File: config.mk
export PLATFORM = sky130hd
export DESIGN_NAME = hls_snn_izikevich_deadlock_report_ctrl
export DESIGN_NICKNAME = d
export VERILOG_FILES = /design/src/rtl/hls_snn_izikevich_deadlock_report_ctrl.sv
export SDC_FILE = /design/constraint.sdc
export NUM_CORES = 1
export LEC_CHECK = 0
export BUFFER_PORTS_ARGS = -buffer_cell sky130_fd_sc_hd__buf_2
export CAP_MARGIN = 5
export CORE_ASPECT_RATIO = 0.7
export CORE_MARGIN = 1
export CORE_UTILIZATION = 30
export CTS_BUF_LIST = sky130_fd_sc_hd__clkbuf_4 sky130_fd_sc_hd__clkbuf_8
export CTS_CLUSTER_DIAMETER = 150
export DETAILED_ROUTE_END_ITERATION = 8
export SYNTH_ARGS = -nofsm -noshare
export SYNTH_HDL_FRONTEND = slang
export SYNTH_SLANG_ARGS = --single-unit
File: constraint.sdc
create_clock -name clock -period 2.4 [get_ports clock]
set_input_delay 0.6 -clock clock [delete_from_list [all_inputs] [get_ports clock]]
set_output_delay 0.6 -clock clock [all_outputs]
set_load 0.03 [all_outputs]
File: src/rtl/hls_snn_izikevich_deadlock_report_ctrl.sv
// Deadlock report controller: qualifies the monitor's block flag, snapshots blocked AXIS channels
// and hands one report per confirmed event to the status path. Optional macro: HLS_SNN_DEADLOCK_TIMESTAMP_EN.
module hls_snn_izikevich_deadlock_report_ctrl #(
    parameter int NUM_AXIS       = 6,
    parameter int NUM_INST       = 4,
    parameter int PERSIST_CYCLES = 16,
    parameter int CNT_W          = 16,
    parameter int TS_W           = 32
) (
    input  logic                clock,
    input  logic                reset,
    input  logic                block_in,
    input  logic [NUM_AXIS-1:0] axis_block_sigs,
    input  logic [NUM_INST-1:0] inst_idle_sigs,
    input  logic                clear,
    output logic                deadlock_det,
    output logic                deadlock_pulse,
    output logic [NUM_AXIS-1:0] axis_snapshot,
    output logic [CNT_W-1:0]    event_count,
    output logic                report_valid,
    input  logic                report_ready,
    output logic [TS_W-1:0]     report_ts
);

    localparam int PW = $clog2(PERSIST_CYCLES + 1);
    localparam logic [PW-1:0] LAST_CNT = PW'(PERSIST_CYCLES - 1);

    typedef enum logic [2:0] {
        IDLE    = 3'd0,
        WATCH   = 3'd1,
        CONFIRM = 3'd2,
        REPORT  = 3'd3,
        LATCHED = 3'd4
    } state_t;

    state_t              state_q;
    logic [PW-1:0]       persist_cnt_q;
    logic                det_q;
    logic                pulse_q;
    logic [NUM_AXIS-1:0] snapshot_q;
    logic [CNT_W-1:0]    event_count_q;
    logic                valid_q;

    logic                design_idle_s;
    assign design_idle_s = &inst_idle_sigs;

`ifdef HLS_SNN_DEADLOCK_TIMESTAMP_EN
    logic [TS_W-1:0] ts_cnt_q;
    logic [TS_W-1:0] ts_q;

    // Free-running cycle stamp; wraps naturally at 2^TS_W
    always_ff @(posedge clock) begin
        if (reset) begin
            ts_cnt_q <= {TS_W{1'b0}};
        end else begin
            ts_cnt_q <= ts_cnt_q + TS_W'(1);
        end
    end

    assign report_ts = ts_q;
`else
    assign report_ts = {TS_W{1'b0}};
`endif

    // Qualification FSM with all report outputs registered; clear outranks a pending confirmation
    always_ff @(posedge clock) begin
        if (reset) begin
            state_q       <= IDLE;
            persist_cnt_q <= {PW{1'b0}};
            det_q         <= 1'b0;
            pulse_q       <= 1'b0;
            snapshot_q    <= {NUM_AXIS{1'b0}};
            event_count_q <= {CNT_W{1'b0}};
            valid_q       <= 1'b0;
`ifdef HLS_SNN_DEADLOCK_TIMESTAMP_EN
            ts_q          <= {TS_W{1'b0}};
`endif
        end else if (clear) begin
            state_q       <= IDLE;
            persist_cnt_q <= {PW{1'b0}};
            det_q         <= 1'b0;
            pulse_q       <= 1'b0;
            snapshot_q    <= {NUM_AXIS{1'b0}};
            valid_q       <= 1'b0;
`ifdef HLS_SNN_DEADLOCK_TIMESTAMP_EN
            ts_q          <= {TS_W{1'b0}};
`endif
        end else begin
            pulse_q <= 1'b0;
            case (state_q)
                IDLE: begin
                    if (block_in && !design_idle_s) begin
                        state_q       <= WATCH;
                        persist_cnt_q <= PW'(1);
                    end else begin
                        persist_cnt_q <= {PW{1'b0}};
                    end
                end
                WATCH: begin
                    if (!block_in || design_idle_s) begin
                        state_q       <= IDLE;
                        persist_cnt_q <= {PW{1'b0}};
                    end else if (persist_cnt_q == LAST_CNT) begin
                        state_q       <= CONFIRM;
                        persist_cnt_q <= {PW{1'b0}};
                    end else begin
                        persist_cnt_q <= persist_cnt_q + PW'(1);
                    end
                end
                CONFIRM: begin
                    state_q    <= REPORT;
                    snapshot_q <= axis_block_sigs;
                    pulse_q    <= 1'b1;
                    det_q      <= 1'b1;
                    valid_q    <= 1'b1;
                    if (event_count_q != {CNT_W{1'b1}}) begin
                        event_count_q <= event_count_q + CNT_W'(1);
                    end else begin
                        event_count_q <= event_count_q;
                    end
`ifdef HLS_SNN_DEADLOCK_TIMESTAMP_EN
                    ts_q <= ts_cnt_q;
`endif
                end
                REPORT: begin
                    if (report_ready) begin
                        valid_q <= 1'b0;
                        state_q <= LATCHED;
                    end else begin
                        valid_q <= 1'b1;
                    end
                end
                LATCHED: begin
                    // Re-arm only once the monitor releases block
                    if (!block_in) begin
                        state_q <= IDLE;
                    end else begin
                        state_q <= LATCHED;
                    end
                end
                default: begin
                    state_q       <= IDLE;
                    persist_cnt_q <= {PW{1'b0}};
                end
            endcase
        end
    end

    assign deadlock_det   = det_q;
    assign deadlock_pulse = pulse_q;
    assign axis_snapshot  = snapshot_q;
    assign event_count    = event_count_q;
    assign report_valid   = valid_q;

endmodule
==> impl_metrics.env, run 1 <==
export IMPL_clk_pin_slew_ns=0.07
export IMPL_maxCapViolCount=0
export IMPL_postPlaceCellArea_um2=1971
export IMPL_numCtsBuffers=5
export IMPL_rsz0062_at_grt="no"
export IMPL_outcome="finished clean"
export IMPL_fin_crit_ns=1.872
export IMPL_crit_fanout=9
export IMPL_hold_buffers=0
export IMPL_timing_rr_start="state_q[2]$_SDFFE_PP0P_"
export IMPL_cp_end_kind="flop"
export IMPL_coreArea_um2=5813
export IMPL_ys_ff_latch=33
export IMPL_synth_area_top_cells="dfxtp_1 36%, buf_4 13%, nand2_1 4.5%"
export IMPL_critPathLaunchType="flop"
export IMPL_critPathMaxStageDelay_ns=0.41
export IMPL_htree_levels=2
export IMPL_cts_tree="yes"
export IMPL_rr_worst_depth=4
export IMPL_n_fill_cell=615
export IMPL_setup_tns_ns=0
export IMPL_num_antenna_cells=0
export IMPL_cts_resized=0
export IMPL_r2r_end="event_count[12]$_SDFFE_PP0P_"
export IMPL_finalHoldViolCount=0
export IMPL_final_cell_area_um2=2072
export IMPL_setup_viol=0
export IMPL_path_depth=4
export IMPL_vias_per_cell=4.639
export IMPL_yosysWarnings=0
export IMPL_syn_to_final_growth_pct=13.11
export IMPL_clk_path_buf_depth=2
export IMPL_rows=23
export IMPL_synth_area_um2=1832
export IMPL_avgRoutedWirePerCell_um=11.75
export IMPL_postSynthCellCount=218
export IMPL_worstMarginPinSlew_ns=0.6110
export IMPL_initial_core_util_pct=31.51
export IMPL_pwr_share_comb_pct=8.8
export IMPL_critical_path_class="flop to flop"
export IMPL_post_dp_hpwl_um=2921
export IMPL_crit_family="simple AND/OR/NAND/NOR gates"
export IMPL_syn_avg_cell_area_um2=8.403
export IMPL_place_congestion=0.8057
export IMPL_slew_viol_final=0
export IMPL_fin_skew_ns=0.008163
export IMPL_synth_ff_type="dfxtp_1"
export IMPL_drive_gt1_share_pct=23.85
export IMPL_synth_common_cells="33 x dfxtp_1, 32 x buf_4, 22 x nand2_1"
export IMPL_cts_root_buffer="clkbuf_8"
export IMPL_max_freq_mhz=534.3
export IMPL_drt_iter0_markers=88
export IMPL_dpl_worst_slack_ns=0.2995
export IMPL_cp_cell_sequence="nor4b_4 > nand4_2 > nor4_1 > mux2_2"
export IMPL_via_count=1554
export IMPL_grt_pass1_wl_um=6348
export IMPL_yosysTopAreaCellShare_pct=36.07
export IMPL_hold_path_class="flop to flop"
export IMPL_grt_max_degree=22
export IMPL_swShare_pct=26.42
export IMPL_synth_top_cell_by_area="dfxtp_1"
export IMPL_grt_overflow=0
export IMPL_clock_latency_ns=0.29
export IMPL_hold_depth=2
export IMPL_synth_edf_count=0
export IMPL_drt_wl_total_um=3935
export IMPL_relSlewSlack_pct=58.83
export IMPL_p_clk_share_pct=41.8
export IMPL_postRouteAntennaNets=0
export IMPL_post_cts_buffers=0
export IMPL_slowest_stage="dfxtp_1"
export IMPL_synth_most_common_cell="dfxtp_1"
export IMPL_critPathArrivalTime_ns=2.05
export IMPL_drc_errors=0
export IMPL_yosys_cell_types_count=44
export IMPL_power_density_nw_per_um2=538.6
export IMPL_grt_antenna_before_repair=0
export IMPL_holdPathEnd="persist_cnt_q[4]$_SDFFE_PP0N_"
export IMPL_fin_crit_sh_pct=77.99
export IMPL_die_area_um2=6427
export IMPL_critical_path_buf_inv_count=0
export IMPL_peakVddDrop_v=0.0002401
export IMPL_firstDrtPassIters=4
export IMPL_clock_sinks=33
export IMPL_ys_seq_area_share_pct=36.07
export IMPL_gr_usage_all_layers_pct=13.09
export IMPL_io_buffers=39
export IMPL_die_y_um=67.38
export IMPL_critical_path_required_ns=2.58
export IMPL_p_leak_nw=0.8388
export IMPL_nets=276
export IMPL_hold_start="persist_cnt_q[4]$_SDFFE_PP0N_"
export IMPL_grt_pass1_vias=1326
export IMPL_ios=72
export IMPL_fp_dieW_um=95.40
export IMPL_synthArstFlopShare_pct=0
export IMPL_r2r_slack_ns=0.53
export IMPL_setup_slack_ns=0.5283
export IMPL_pwr_share_seq_pct=49.4
export IMPL_p_sw_uw=294.9
export IMPL_p_int_uw=821.1
-- logic make-up (layout without fill, tap and decap cells) --
logic type	Yosys count	after routing	share of synthesized area, %
simple gates	90	90	27.80
compound gates	45	45	15.78
buf+inv	43	54	16.39
flops	33	33	36.07
mux	4	4	2.391
fa+ha+maj	2	2	1.366
other cells	1	32	0.2047
-- worst max-delay path by stage --
stage / endpoint / slack, ns / startpoint
2_1_floorplan: event_count[12]$_SDFFE_PP0P_ / 0.45 / clear
3_3_place_gp: event_count[12]$_SDFFE_PP0P_ / 0.34 / clear
3_5_place_dp: event_count[12]$_SDFFE_PP0P_ / 0.30 / clear
4_1_cts: event_count[12]$_SDFFE_PP0P_ / 0.54 / state_q[2]$_SDFFE_PP0P_
5_1_grt: event_count[12]$_SDFFE_PP0P_ / 0.36 / state_q[2]$_SDFFE_PP0P_
6_report: event_count[12]$_SDFFE_PP0P_ / 0.53 / state_q[2]$_SDFFE_PP0P_
-- layout by cell type (no fill, tap or decap), types with 2 or more instances in the layout --
| cell | count |
|---|---|
| or4_1 | 4 |
| o21ai_0 | 7 |
| clkbuf_8 | 7 |
| a311oi_1 | 2 |
| o31ai_1 | 3 |
| nand2_1 | 22 |
| dfxtp_1 | 33 |
| or2_2 | 3 |
| o41ai_1 | 2 |
| mux2_2 | 3 |
| and4_1 | 3 |
| conb_1 | 32 |
| inv_1 | 5 |
| buf_4 | 2 |
| nor2b_1 | 3 |
| nor2_1 | 17 |
| a21oi_1 | 16 |
| nand4_1 | 7 |
| a211oi_1 | 4 |
| or3_1 | 4 |
| nor3_1 | 6 |
| nand3_1 | 9 |
| nand4_2 | 2 |
| nor4_1 | 2 |
| ha_1 | 2 |
| a31oi_1 | 4 |
| buf_2 | 39 |
-- power groups by stage --
stage	registers, mW	logic (mW)	clock network [mW]
2_1_floorplan	0.562	0.125	0
3_3_place_gp	0.564	0.0978	0
3_5_place_dp	0.564	0.0978	0
4_1_cts	0.551	0.0980	0.489
5_1_grt	0.551	0.108	0.507
6_report	0.551	0.0985	0.466
-- worst min-delay path, delay by kind of cell (launching register included) --
kind          cells  cell delay (ns)
flops             1             0.32
simple gates      2             0.08
-- per-stage QoR --
stage	power [mW]	utilization, %	hold slack, ns	std cells
6_report	1.116	35.64	0.4427	335
5_1_grt	1.165	35.64	0.4761	335
3_5_place_dp	0.6616	33.90	0.4340	327
3_3_place_gp	0.6616	33.90	0.4291	327
2_1_floorplan	0.6874	-	0.4184	249
4_1_cts	1.138	35.64	0.4461	335
-- registers in the layout, summed over array words and instances (netlist names) --
name and count:
event_count 16, axis_snapshot 6, persist_cnt_q 5, state_q 3
deadlock_det 1, deadlock_pulse 1, report_valid 1
-- area by class of cell --
class	count	area [um^2]	share of cell area, %
clock buffers	7	96.34	4.650
repair buffers	41	210.2	10.14
inverters	5	18.77	0.9058
flip-flops and latches	33	660.6	31.88
well taps	75	93.84	4.529
clock inverters	1	5.005	0.2415
multi-input cells	173	987.2	47.64
-- metal layers --
layer	GRT usage (%)	vias to the layer above	wire, um
li1	-	814	-
met1	19.18	692	2113
met2	16.96	43	1526
met3	4.279	5	235
met4	5.784	0	59
met5	0	-	0
Note: power is estimated with default switching activity, not from simulation.
==> run 2, diff against run 1 <==
==> constraint.sdc (replaced) <==
create_clock -name clock -period 1.9 [get_ports clock]
set_input_delay 0.475 -clock clock [delete_from_list [all_inputs] [get_ports clock]]
set_output_delay 0.475 -clock clock [all_outputs]
set_load 0.03 [all_outputs]
==> run 2 against run 1 <==
Register-to-register slack worse by 0.37 ns; global-route usage up 1.3 points; sequential power up 26%; critical path depth unchanged; clock skew down 0.00069 ns; die area unchanged; first-iteration DRC count up 76%.
==> impl_metrics.env, run 2 (synthesis results as in run 1) <==
export IMPL_largest_reg_flops=16
export IMPL_clock_latency_ns=0.28
export IMPL_setup_viol=0
export IMPL_drt_wl_total_um=4261
export IMPL_critical_path_required_ns=2.08
export IMPL_grt_antenna_before_repair=0
export IMPL_coreArea_um2=5813
export IMPL_path_depth=4
export IMPL_htree_levels=2
export IMPL_post_cts_buffers=0
export IMPL_grt_pass1_vias=1451
export IMPL_rows=23
export IMPL_critPathMaxStageDelay_ns=0.43
export IMPL_io_buffers=39
export IMPL_p_sw_uw=378.8
export IMPL_n_fill_cell=612
export IMPL_crit_fanout=6
export IMPL_rsz0062_at_grt="no"
export IMPL_cts_tree="yes"
export IMPL_cp_end_kind="flop"
export IMPL_grt_max_degree=21
export IMPL_drt_iter0_markers=155
export IMPL_multi_input_area_um2=996.0
export IMPL_finalHoldViolCount=0
export IMPL_avgRoutedWirePerCell_um=12.14
export IMPL_maxCapViolCount=0
export IMPL_critPathLaunchType="flop"
export IMPL_die_y_um=67.38
export IMPL_hold_ws_ns=0.4245
export IMPL_place_congestion=0.8547
export IMPL_firstDrtPassIters=4
export IMPL_grt_overflow=0
export IMPL_fp_dieW_um=95.40
export IMPL_clk_pin_slew_ns=0.07
export IMPL_critPathArrivalTime_ns=1.92
export IMPL_hold_buffers=0
export IMPL_timing_rr_start="event_count[0]$_SDFFE_PP0P_"
export IMPL_setup_slack_ns=0.1586
export IMPL_syn_to_final_growth_pct=21.17
export IMPL_hold_start="axis_block_sigs[3]"
export IMPL_ff_latch_area_um2=660.6
export IMPL_num_antenna_cells=0
export IMPL_ios=72
export IMPL_fin_crit_sh_pct=91.65
export IMPL_numCtsBuffers=5
export IMPL_dpl_worst_slack_ns=-0.02989
export IMPL_grt_pass1_wl_um=7065
export IMPL_pwr_share_comb_pct=8.8
export IMPL_slowest_stage="dfxtp_1"
export IMPL_r2r_end="event_count[12]$_SDFFE_PP0P_"
export IMPL_fin_crit_ns=1.741
export IMPL_fin_skew_ns=0.007477
export IMPL_hold_depth=3
export IMPL_gr_usage_all_layers_pct=14.39
export IMPL_rr_worst_depth=4
export IMPL_p_clk_share_pct=45.5
export IMPL_outcome="finished clean"
export IMPL_clk_path_buf_depth=2
export IMPL_clock_sinks=33
export IMPL_critical_path_buf_inv_count=0
export IMPL_cts_resized=0
export IMPL_max_freq_mhz=574.2
export IMPL_r2r_slack_ns=0.16
export IMPL_holdPathEnd="axis_snapshot[3]$_SDFFE_PP0P_"
export IMPL_initial_core_util_pct=31.51
export IMPL_worstMarginPinSlew_ns=0.5724
export IMPL_nets=292
export IMPL_p_leak_nw=0.9373
export IMPL_die_area_um2=6427
export IMPL_power_density_nw_per_um2=684.8
export IMPL_final_cell_mix="39 x buf_2, 33 x dfxtp_1, 32 x conb_1"
export IMPL_via_count=1662
export IMPL_drive_gt1_share_pct=28.26
export IMPL_crit_family="simple AND/OR/NAND/NOR gates"
export IMPL_p_int_mw=1.141
export IMPL_postRouteAntennaNets=0
export IMPL_relSlewSlack_pct=61.70
export IMPL_cts_root_buffer="clkbuf_8"
export IMPL_swShare_pct=24.92
export IMPL_critical_path_class="flop to flop"
export IMPL_post_dp_hpwl_um=3241
export IMPL_peakVddDrop_v=0.0003779
export IMPL_cp_cell_sequence="ha_1 > nand4_2 > nor4_1 > mux2_2"
export IMPL_pwr_share_seq_pct=45.7
export IMPL_hold_path_class="primary input to flop"
export IMPL_slew_viol_final=0
export IMPL_vias_per_cell=4.735
export IMPL_final_common_cell="buf_2"
export IMPL_drc_errors=0
run 2: cell types whose count changed in the layout (fill, tap and decap cells not counted), sizes merged:
cell | previous run | this run
buf | 41 | 57
clkinv | 1 | 0
clkbuf | 7 | 6
bufinv | 0 | 1
clkinvlp | 0 | 1
run 2: worst max path at each step:
stage                              endpoint                         start  slack [ns]
2_1_floorplan  event_count[15]$_SDFFE_PP0P_  event_count[10]$_SDFFE_PP0P_       0.007
3_5_place_dp   event_count[12]$_SDFFE_PP0P_                         clear       -0.03
4_1_cts        event_count[12]$_SDFFE_PP0P_   event_count[0]$_SDFFE_PP0P_        0.15
6_report       event_count[12]$_SDFFE_PP0P_   event_count[0]$_SDFFE_PP0P_        0.16
5_1_grt        event_count[13]$_SDFFE_PP0P_   event_count[0]$_SDFFE_PP0P_        0.01
3_3_place_gp   event_count[12]$_SDFFE_PP0P_                         clear        0.02
run 2: through the flow:
step           utilization [%]  cells  cell area (um^2)  power, mW  setup TNS (ns)
2_1_floorplan                -    249              1957     0.8683               0
3_3_place_gp             36.12    343              2100     0.8428               0
3_5_place_dp             36.12    343              2100     0.8426        -0.02989
4_1_cts                  38.18    351              2220      1.538               0
5_1_grt                  38.18    351              2220      1.581               0
6_report                 38.18    351              2220      1.520               0
run 2: per-layer routing:
layer,part of all wire [%],GRT usage (%)
met2,39,18.93
met1,53,22.03
met5,0,0
met3,7.0,3.941
met4,0.68,4.478
run 2: worst reg2reg max path: cells and delay by family, from the launching register on:
kind / cells / cell delay (ns)
multiplexers: 1 / 0.36
flip-flops: 1 / 0.43
AND/OR/NAND/NOR: 2 / 0.53
adder cells (fa/ha/maj): 1 / 0.32
run 2: area by class of cell:
cell class              instances  share of cell area, %
multi-input cells             173                  44.87
clock buffers                   6                  3.720
clock inverters                 2                  1.691
inverters                       5                 0.8455
flip-flops and latches         33                  29.76
repair buffers                 57                  14.88
well taps                      75                  4.228
run 2: power by group through the flow:
stage / registers (mW) / logic [mW] / clock network [mW]
6_report: 0.695 / 0.133 / 0.692
5_1_grt: 0.695 / 0.145 / 0.741
4_1_cts: 0.695 / 0.132 / 0.711
3_5_place_dp: 0.711 / 0.132 / 0
3_3_place_gp: 0.711 / 0.132 / 0
2_1_floorplan: 0.710 / 0.158 / 0
